$ cat config.mk
export PLATFORM = sky130hd
export DESIGN_NAME = selftest_seq
export DESIGN_NICKNAME = d
export VERILOG_FILES = /design/src/rtl/selftest_seq.sv
export SDC_FILE = /design/constraint.sdc
export NUM_CORES = 1
export LEC_CHECK = 0
export CAP_MARGIN = 20
export CORE_UTILIZATION = 30
export DETAILED_ROUTE_END_ITERATION = 6
export PLACE_DENSITY = 0.68
export SETUP_SLACK_MARGIN = 0.3
export SYNTH_ARGS = -nofsm -noshare
export SYNTH_HDL_FRONTEND = slang
export SYNTH_SLANG_ARGS = --single-unit
$ cat constraint.sdc
create_clock -name clk -period 7.59 [get_ports clk]
set_input_delay 1.1385 -clock clk [delete_from_list [all_inputs] [get_ports clk]]
set_output_delay 1.1385 -clock clk [all_outputs]
set_load 0.005 [all_outputs]
$ cat src/rtl/selftest_seq.sv
// selftest_seq: power-on self-test sequencer for the LED matrix, 7-segment digits and beeper.
// Colour phases, an all-digit blink phase and a per-digit walking scan, then DONE.
module selftest_seq #(
  parameter int HALF_PERIOD = 500000,
  parameter int PIXELS = 64,
  parameter int DIGITS = 8,
  parameter int BLINK_STEPS = 3
) (
  input  logic clk,
  input  logic sw,
  input  logic skip,
  input  logic restart,
  output logic finish,
  output logic [2*PIXELS-1:0] matrixData,
  output logic [4*DIGITS-1:0] numbersData,
  output logic tone_en,
  output logic [2:0] tone_sel,
  output logic [$clog2(3+BLINK_STEPS+DIGITS+1)-1:0] step_o
);
  localparam int CW = $clog2(HALF_PERIOD+1);
  localparam int NS = 3+BLINK_STEPS+DIGITS;
  localparam int STW = $clog2(NS+1);
  localparam int BW = $clog2((BLINK_STEPS > DIGITS ? BLINK_STEPS : DIGITS)+1);
  typedef enum logic [2:0] {IDLE, RED, GREEN, YELLOW, BLINK, SCAN, DONE} state_t;
  state_t state, state_nx;
  logic [CW-1:0] cnt, cnt_nx;
  logic blink, blink_nx;
  logic [BW-1:0] sub, sub_nx;
  logic [STW-1:0] step_nx;
  logic [1:0] colour;
  logic wrap;
  always_ff @(posedge clk)
    if (!sw) begin
      state <= IDLE;
      cnt <= '0;
      blink <= 1'b1;
      sub <= '0;
      step_o <= '0;
    end else begin
      state <= state_nx;
      cnt <= cnt_nx;
      blink <= blink_nx;
      sub <= sub_nx;
      step_o <= step_nx;
    end
  always_comb begin
    state_nx = state;
    cnt_nx = cnt;
    blink_nx = blink;
    sub_nx = sub;
    step_nx = step_o;
    wrap = cnt == CW'(HALF_PERIOD-1);
    if (state == DONE) begin
      if (restart) begin
        state_nx = RED;
        cnt_nx = '0;
        blink_nx = 1'b1;
        sub_nx = '0;
        step_nx = '0;
      end
    end else if (skip) begin
      state_nx = DONE;
      cnt_nx = '0;
      blink_nx = 1'b1;
    end else if (state == IDLE) begin
      state_nx = RED;
      cnt_nx = '0;
      blink_nx = 1'b1;
      sub_nx = '0;
    end else if (!wrap) cnt_nx = cnt + 1'b1;
    else begin
      cnt_nx = '0;
      blink_nx = !blink;
      // only the 0->1 toggle closes a step
      if (!blink) begin
        step_nx = step_o == STW'(NS) ? step_o : step_o + 1'b1;
        sub_nx = '0;
        case (state)
          RED: state_nx = GREEN;
          GREEN: state_nx = YELLOW;
          YELLOW: state_nx = BLINK;
          BLINK: if (sub == BW'(BLINK_STEPS-1)) state_nx = SCAN; else sub_nx = sub + 1'b1;
          default: if (sub == BW'(DIGITS-1)) state_nx = DONE; else sub_nx = sub + 1'b1;
        endcase
      end
    end
  end
  always_comb begin
    colour = state == RED ? 2'b10 : state == GREEN ? 2'b01 : state == YELLOW ? 2'b11 : 2'b00;
    matrixData = {PIXELS{colour & {blink, blink}}};
    finish = state == DONE;
    tone_en = blink && state != IDLE && state != DONE;
    tone_sel = state == RED ? 3'd0 : state == GREEN ? 3'd1 : state == YELLOW ? 3'd2 :
               state == BLINK ? 3'd3 : state == SCAN ? 3'd4 : 3'd0;
    numbersData = '1;
    for (int i = 0; i < DIGITS; i++)
      numbersData[4*i +: 4] = (state == BLINK && blink) || (state == SCAN && int'(sub) == DIGITS-1-i) ? 4'h8 : 4'hF;
  end
endmodule

==> impl_metrics.yaml <==
status:
  outcome: "complete, no violations"
critical_path:
  timing.rr.end: "cnt[17]$_SDFFE_PN0P_"
  critical_path_required_ps: 6450
  rrSetupSlack_ps: 5270
  crit_arrival_ps: 2500
  cp_slowest_cell: "dfxtp_1"
  worst_setup_path_end_kind: "output port"
  path_max_fanout: 20
  critPathKind: "register to output port"
  setup.worst_path.start_class: "register"
  cp_slowest_stage_delay_ps: 760
  timing.reg2reg.worst_path_depth: 6
  crit_path_cell_trace: "nor2b_1 -> nand2_1 -> nor3_1 -> a21oi_1 -> clkdlybuf4s50_1"
  worst_r2r_startpoint: "cnt[12]$_SDFFE_PN0P_"
hold_path:
  hold_path.startpoint: "cnt[1]$_SDFFE_PN0P_"
  timing.hold.worst_endpoint: "cnt[1]$_SDFFE_PN0P_"
  hold_critical_path_depth: 2
  hp-class: "register to register"
floorplan:
  floorplan.die.width_um: 104
  die-area_sq_um: 10800
  row_count: 36
  starting_density_of_the_core: 0.314
  floorplan.io_pins: 173
  die-height_um: 104
  fp.coreArea_sq_um: 9910
cts:
  ctsRootBufferMaster: "clkbuf_8"
  cts-buffers-inserted: 5
  cts_setup_buffers: 0
  clock_tree.buffer_depth: 2
  clock_sinks: 31
  clk_pin_slew_ps: 70
  cts_resizes: 0
  cts_hold_buf: 0
  ctsHtreeMaxLevel: 2
  clk-insertion-delay-late_ps: 280
  cts_tree: "built"
place:
  gp_congestion: 0.765
  placed_cells_incl_taps: 538
  final_hpwl_from_detailed_placement_um: 4820
  buffer_ports.inserted: 164
finish:
  layout.filler_cells: 987
  stdcell_count: 546
  numnets_final: 423
  post_route_cells_drive_above_1_share: 0.0630
  antenna_cells_inserted: 0
  flow.area_growth_from_synthesis_pct: 24.1
timing:
  timing.final.crit_share: 0.479
  worst_slew_pin_slew_ps: 891
  timing.clock.skew_ps: 5.50
  hold_slack_ps: 480
  setup_viol_count_final: 0
  setup_total_negative_slack_ps: 0
  slew_viol_final: 0
  fmax_ghz: 0.275
  final_hold_viol_count: 0
  finalCriticalPeriod_ps: 3630
  timing.slew.headroom: 0.406
  rsz_0062_raised_after_global_routing: "no"
detailed_routing:
  finalWirelength_um: 6250
  detailedRoute.firstIterationViolations: 157
  postRouteAntennaNets: 0
  vias_per_cell: 4.31
  route.detailed.drc: 0
  firstDrtPassIters: 4
  detail_route.wl_per_cell_um: 11.4
  count_of_vias_placed_by_the_detailed_router: 2352
global_routing:
  grt_start_max_net_pins: 65
  number_of_global_route_vias_before_repair: 2022
  grt_pass1_wl_um: 10000
  grt_overflow: 0
  overall_global_routing_resource_usage: 0.109
  grt_antenna_before_repair: 0
yosys:
  ys.warnings.count: 0
  synth_flop_cell: "dfxtp_1"
  synth-async-reset-ratio: 0
  synth.ff_latch_count: 31
  synth_sequential_area_ratio: 0.200
  yosysTopAreaCell: "buf_4"
  synth_top_area_share: 0.365
  syn_area_per_cell_sq_um: 7.91
  synthesis.area_sq_um: 3110
  synth_top_cells_by_area: "buf_4 36%, dfxtp_1 20%, nor2_1 4.5%"
  synth_cell_types: 59
  number_of_flops_mapped_to_enable_cells_by_yosys: 0
  netlist_instances: 393
power:
  power-per-cell-area_nw_per_um2: 223
  peakVddDrop_v: 0.0000817
  p_leak_nw: 1.35
job:
  max_cap_viol_count: 0
placed cells by master (no fill, tap or decap), types with 4 or more instances in the layout:
cell and count:
clkbuf_8 5, dfxtp_1 31, nor2_1 37, xnor2_1 10, inv_1 10, a21oi_1 13, nor2b_1 4, conb_1 8
clkdlybuf4s50_1 164, o21ai_0 4, nor3_1 5, and3_1 6, nand2_1 17, o21a_1 4, nand4_1 8, ha_1 7
nand3_1 13, xor2_1 10
cell type report:
type                    instances  area [sq um]  area share
repair buffers                166          1660       0.429
multi-input cells             198          1290       0.335
flip-flops and latches         31           621       0.161
clock inverters                 2          12.5     0.00324
clock buffers                   6          72.6      0.0188
well taps                     133           166      0.0431
inverters                      10          37.5     0.00973
worst max-delay path, delay by kind of cell, from the launching register on:
family	cells	cell delay, ps
simple gates	3	780
flops	1	760
buf+inv	1	490
compound gates	1	180
state kept, by name, summed over array words and instances (netlist names):
name and flops:
cnt 19, step_o 4, sub 4, state 3, blink 1
cell usage after synthesis, drive strengths merged (3+ instances only):
cell,count
a21boi,3
a21oi,15
and2,4
and3,7
and4,3
buf,154
clkbuf,7
dfxtp,31
ha,7
inv,10
nand2,17
nand3,13
nand3b,3
nand4,8
nor2,37
nor2b,4
nor3,6
nor4b,3
o21a,4
o21ai,6
or4b,3
xnor2,10
xor2,10
through the flow:
step	area [sq um]	setup slack, ps	utilization	power [W]
after floorplan	3130	1770	-	0.000609
final	3860	3960	0.389	0.000860
after global placement	3770	4340	0.381	0.000739
after CTS	3860	3950	0.389	0.000874
after global routing	3860	3760	0.389	0.000918
after detailed placement	3770	4270	0.381	0.000745
report_power, final:
| part | leakage [nW] | switching [W] | internal [W] | total (W) |
|---|---|---|---|---|
| registers | 0.251 | 0.0000205 | 0.000169 | 0.000189 |
| clock network | 0.0412 | 0.0000620 | 0.0000640 | 0.000126 |
| logic | 1.06 | 0.000194 | 0.000351 | 0.000545 |
worst max-delay path by stage:
stage,from,to,slack (ps),depth (start not counted)
final,state[2]$_SDFFE_PN0P_,numbersData[20],3960,5
after detailed placement,state[1]$_SDFFE_PN0P_,matrixData[10],4270,2
after global routing,state[2]$_SDFFE_PN0P_,numbersData[21],3760,5
after CTS,state[1]$_SDFFE_PN0P_,matrixData[10],3950,2
after floorplan,state[2]$_SDFFE_PN0P_,matrixData[101],1770,4
after global placement,state[1]$_SDFFE_PN0P_,matrixData[56],4340,2
routing by layer:
| metal | track usage | wire [um] | share of wire |
|---|---|---|---|
| met2 | 0.204 | 3130 | 0.50 |
| met5 | 0 | 0 | 0 |
| met1 | 0.122 | 2660 | 0.43 |
| met4 | 0.0184 | 47 | 0.0075 |
| met3 | 0.0327 | 417 | 0.067 |
cell families after synthesis:
family                   synth area share
AO/OA/AOI/OAI                      0.0874
XOR/XNOR                           0.0564
adder cells (fa/ha/maj)            0.0282
buffers and inverters               0.395
flip-flops                          0.200
multiplexers                      0.00644
other                             0.00121
AND/OR/NAND/NOR                     0.225
No activity file was read; power rests on OpenSTA's default activity.
==> variant 1 (same flow settings) <==
The parameter `DIGITS` goes from 8 to 16.
--- a/src/rtl/selftest_seq.sv
+++ b/src/rtl/selftest_seq.sv
@@ -3,7 +3,7 @@
 module selftest_seq #(
   parameter int HALF_PERIOD = 500000,
   parameter int PIXELS = 64,
-  parameter int DIGITS = 8,
+  parameter int DIGITS = 16,
   parameter int BLINK_STEPS = 3
 ) (
   input  logic clk,
Interface: changed (resized numbersData and step_o); port bits go from 173 to 206. The function was not compared with the original's and may differ.
==> variant 1 against the unedited design <==
  * Worst setup slack better by 0.051 ns
  * Power up 41%
  * Core utilization up 0.71 points
  * Die area up 11%
  * Area after synthesis up 11%
  * Sequential share of layout area down 0.98 points
  * Cell area up 13%
  * Wire length up 23%
  * Critical path depth down 3
  * Synthesized cell count up 15%
  * Count of clock-buffer cells in the layout unchanged
  * Global-route usage up 0.63 points
  * Sequential cell count up 2
  * Largest cell class unchanged
==> variant 1: results (changes against the unedited design) <==
Run status
Result of the run: completed (unchanged).

Worst setup path
The highest net fanout along the worst path is 64 (was 20). The arrival time of data at the critical path endpoint is 2.45 ns (was 2.50 ns). The cell depth of the worst flop-to-flop path came to 5 (was 6). The critical path's slowest cell was sky130_fd_sc_hd__and3_2 (was sky130_fd_sc_hd__dfxtp_1).

Global route
The via count of the first global-routing pass came to 2220 (was 2022). The global routing met1 resource utilization came to 13.2% (was 12.2%). The combined global-route utilization of all metal layers is 11.5% (was 10.9%).

Power and ir drop
The leakage power was 1.52 nW (was 1.35 nW). The switching power is 0.375 mW (was 0.277 mW). The sequential fraction of design power came to 16.5% (was 22.0%). The maximum vdd drop is 0.144 mV (was 0.0817 mV). The portion of total power attributed to the clock network came to 19.6% (was 14.6%).

Place
The count of input and output buffers is 189 (was 164). The pre-CTS setup slack is 4.25 ns (was 4.27 ns). The standard cell area after detailed placement is 4200 um^2 (was 3770 um^2).

Final layout
The count of nets after finishing was 485 (was 423). The layout cell share with drive strength beyond 1 is 3.17% (was 6.30%). The number of fill cells in the layout came to 1086 (was 987). The growth of design area from synthesis to finish is 26.9% (was 24.1%).

CTS
The buffer type at the clock tree root is sky130_fd_sc_hd__clkbuf_16 (was sky130_fd_sc_hd__clkbuf_8).

Yosys
Cell types occupying the most area after synthesis: sky130_fd_sc_hd__buf_4, sky130_fd_sc_hd__dfxtp_1, sky130_fd_sc_hd__xnor2_1, sky130_fd_sc_hd__a21oi_1, sky130_fd_sc_hd__ha_1 (was sky130_fd_sc_hd__buf_4, sky130_fd_sc_hd__dfxtp_1, sky130_fd_sc_hd__nor2_1, sky130_fd_sc_hd__ha_1, sky130_fd_sc_hd__xnor2_1). Most used standard cells in the synthesized netlist: sky130_fd_sc_hd__buf_4, sky130_fd_sc_hd__dfxtp_1, sky130_fd_sc_hd__nor2_1, sky130_fd_sc_hd__a21oi_1, sky130_fd_sc_hd__nand2_1 (was sky130_fd_sc_hd__buf_4, sky130_fd_sc_hd__nor2_1, sky130_fd_sc_hd__dfxtp_1, sky130_fd_sc_hd__nand2_1). The number of unique standard cell types used by synthesis is 52 (was 59).

Drt
The detailed-route wire length on metal 1 is 3090 um (was 2660 um). The total via count after detailed routing was 2754 (was 2352).

Timing
The worst setup skew after layout is 0.00355 ns (was 0.00550 ns). The tightest slew margin relative to the limit is 38.1% (was 40.6%).
variant 1: cell types whose count changed in the layout (fill, tap and decap cells not counted), moves of 6 or more:
cell                              before  now
sky130_fd_sc_hd__xor2_1               10    4
sky130_fd_sc_hd__a21oi_1              13   24
sky130_fd_sc_hd__nor3_1                5   11
sky130_fd_sc_hd__conb_1                8   16
sky130_fd_sc_hd__clkdlybuf4s50_1     164  189
sky130_fd_sc_hd__nor2_1               37   29
sky130_fd_sc_hd__inv_1                10   16
variant 1: final timing paths:
path / to / slack [ns] / from
worst max-delay path: matrixData[93] / 4.01 / state[0]$_SDFFE_PN0P_
worst min-delay path: cnt[1]$_SDFFE_PN0P_ / 0.48 / cnt[1]$_SDFFE_PN0P_
worst max register to register: cnt[17]$_SDFFE_PN0P_ / 5.40 / state[0]$_SDFFE_PN0P_
worst min register to register: cnt[1]$_SDFFE_PN0P_ / 0.48 / cnt[1]$_SDFFE_PN0P_
variant 1: layout make-up:
class	count	area share, %
Timing Repair Buffer	189	43.3
Multi-Input combinational cell	227	32.2
Sequential cell	33	15.1
Tap cell	140	4.01
Clock buffer	6	3.18
Inverter	16	1.37
Clock inverter	2	0.859
variant 1: stage by stage:
stage	instances	total power, mW
6_report	613	1.22
5_1_grt	613	1.30
4_1_cts	613	1.23
3_5_place_dp	605	0.994
3_3_place_gp	605	0.981
2_1_floorplan	466	0.768
variant 1: cell families after synthesis:
| kind of cell | count (synthesis) | share of synthesized area, % |
|---|---|---|
| fa+ha+maj | 9 | 3.27 |
| xor+xnor | 19 | 4.83 |
| simple gates | 117 | 18.1 |
| mux | 3 | 0.872 |
| flops | 33 | 19.2 |
| buf+inv | 206 | 41.7 |
| compound gates | 63 | 12.0 |
| other cells | 1 | 0.109 |
==> variant 2 (same settings) <==
Made on the original files. Add an input register stage for `sw`, `skip` and `restart`, without a reset; this delays them by one clock.
--- a/src/rtl/selftest_seq.sv
+++ b/src/rtl/selftest_seq.sv
@@ -22,6 +22,17 @@
   localparam int STW = $clog2(NS+1);
   localparam int BW = $clog2((BLINK_STEPS > DIGITS ? BLINK_STEPS : DIGITS)+1);
   typedef enum logic [2:0] {IDLE, RED, GREEN, YELLOW, BLINK, SCAN, DONE} state_t;
+
+  logic sw_q;
+  logic skip_q;
+  logic restart_q;
+
+  always_ff @(posedge clk) begin
+    sw_q      <= sw;
+    skip_q    <= skip;
+    restart_q <= restart;
+  end
+
   state_t state, state_nx;
   logic [CW-1:0] cnt, cnt_nx;
   logic blink, blink_nx;
@@ -30,7 +41,7 @@
   logic [1:0] colour;
   logic wrap;
   always_ff @(posedge clk)
-    if (!sw) begin
+    if (!sw_q) begin
       state <= IDLE;
       cnt <= '0;
       blink <= 1'b1;
@@ -51,14 +62,14 @@
     step_nx = step_o;
     wrap = cnt == CW'(HALF_PERIOD-1);
     if (state == DONE) begin
-      if (restart) begin
+      if (restart_q) begin
         state_nx = RED;
         cnt_nx = '0;
         blink_nx = 1'b1;
         sub_nx = '0;
         step_nx = '0;
       end
-    end else if (skip) begin
+    end else if (skip_q) begin
       state_nx = DONE;
       cnt_nx = '0;
       blink_nx = 1'b1;
Formal check against the unedited RTL: not equivalent (Yosys sat finds a counterexample within 4 cycles, from zero or initial values).
==> variant 2 against the unedited design <==
  * Worst setup slack worse by 0.10 ns
  * Register-to-register slack better by 0.15 ns
  * Power is 25% lower
  * Area after synthesis is 0.60% higher
  * Maximum frequency is 2.7% lower
  * Sequential cell count is 3 higher
  * Wire length is 1.5% higher
  * Cell area is 0.78% higher
  * Clock skew is 0.0019 ns lower
==> variant 2: results (changes against the unedited design) <==
Place
The number of placed instances with taps included came to 539 (was 538). The detailed-placement wirelength estimate was 4860 um (was 4820 um). The pre-CTS setup slack is 4.22 ns (was 4.27 ns). The standard cell area after detailed placement is 3800 um^2 (was 3770 um^2).

Worst setup path
The cell depth of the worst flop-to-flop path was 5 (was 6). The reg-to-reg critical path startpoint is state[1]$_SDFFE_PN0P_ (was cnt[12]$_SDFFE_PN0P_). The worst reg2reg path endpoint is cnt[8]$_SDFFE_PN0P_ (was cnt[17]$_SDFFE_PN0P_). The end point of the critical path was numbersData[17] (was numbersData[20]). The setup slack of the worst register-to-register path is 5.42 ns (was 5.27 ns).

Yosys
The per-instance average area after synthesis is 7.94 um^2 (was 7.91 um^2). The sequential cell area fraction in the yosys report is 21.8% (was 20.0%). Cell types occupying the most area after synthesis: sky130_fd_sc_hd__buf_4, sky130_fd_sc_hd__dfxtp_1, sky130_fd_sc_hd__nor2_1, sky130_fd_sc_hd__xnor2_1, sky130_fd_sc_hd__ha_1 (was sky130_fd_sc_hd__buf_4, sky130_fd_sc_hd__dfxtp_1, sky130_fd_sc_hd__nor2_1, sky130_fd_sc_hd__ha_1, sky130_fd_sc_hd__xnor2_1). The xor-xnor portion of the synthesized cell area is 5.32% (was 5.64%). The number of unique standard cell types used by synthesis is 56 (was 59). Most used standard cells in the synthesized netlist: sky130_fd_sc_hd__buf_4, sky130_fd_sc_hd__nor2_1, sky130_fd_sc_hd__dfxtp_1, sky130_fd_sc_hd__nand2_1, sky130_fd_sc_hd__a21oi_1 (was sky130_fd_sc_hd__buf_4, sky130_fd_sc_hd__nor2_1, sky130_fd_sc_hd__dfxtp_1, sky130_fd_sc_hd__nand2_1). The post-synthesis compound-gate area fraction was 9.40% (was 8.74%).

Timing
The tightest slew margin relative to the limit is 56.9% (was 40.6%). The worst setup skew after layout is 0.00361 ns (was 0.00550 ns). The worst hold margin is 0.481 ns (was 0.480 ns).

The achievable frequency was 0.268 GHz (was 0.275 GHz).

Drt
The detailed-route wire length per cell is 11.6 um (was 11.4 um). The routed via count divided by cell count is 4.25 (was 4.31).

Hold path
The class of the worst hold path is reg -> reg (unchanged).

Final layout
The count of nets after finishing is 424 (was 423). The post-route standard cell area excluding fillers was 3890 um^2 (was 3860 um^2). The layout cell share with drive strength beyond 1 is 6.76% (was 6.30%).

The number of cells in the finished layout apart from fillers came to 547 (was 546).

Power and ir drop
The maximum vdd drop came to 0.138 mV (was 0.0817 mV). The leakage power came to 1.38 nW (was 1.35 nW). The total power after layout is 0.642 mW (was 0.860 mW).

Global route
The combined global-route utilization of all metal layers is 11.0% (was 10.9%). The via count of the first global-routing pass is 1978 (was 2022).

Run status
Result of the run: completed (unchanged).
## variant 2: cell count changes in the layout (fill, tap and decap cells not counted), moves of 3 or more
cell,delta
sky130_fd_sc_hd__nand2_1,+6
sky130_fd_sc_hd__nand3_1,-5
sky130_fd_sc_hd__o21ai_0,+5
sky130_fd_sc_hd__and3_1,-3
sky130_fd_sc_hd__dfxtp_1,+3
sky130_fd_sc_hd__nor3_1,-3
sky130_fd_sc_hd__nor3_2,+3
sky130_fd_sc_hd__or3b_2,+3
## variant 2: final cells by class
cell class,count,area share [%]
inverters,11,1.06
flip-flops and latches,34,17.5
well taps,133,4.28
clock buffers,7,2.22
repair buffers,167,42.8
multi-input cells,194,32.0
clock inverters,1,0.129
## variant 2: power by group
part           switching [mW]  internal, mW  total (mW)
combinational           0.111         0.198       0.310
clock                  0.0643        0.0732       0.137
sequential             0.0118         0.183       0.195
## variant 2: routing by layer
metal	track usage [%]	wire length, um
met5	0	0
met3	2.76	390
met4	2.35	46
met1	11.9	2590
met2	21.2	3310
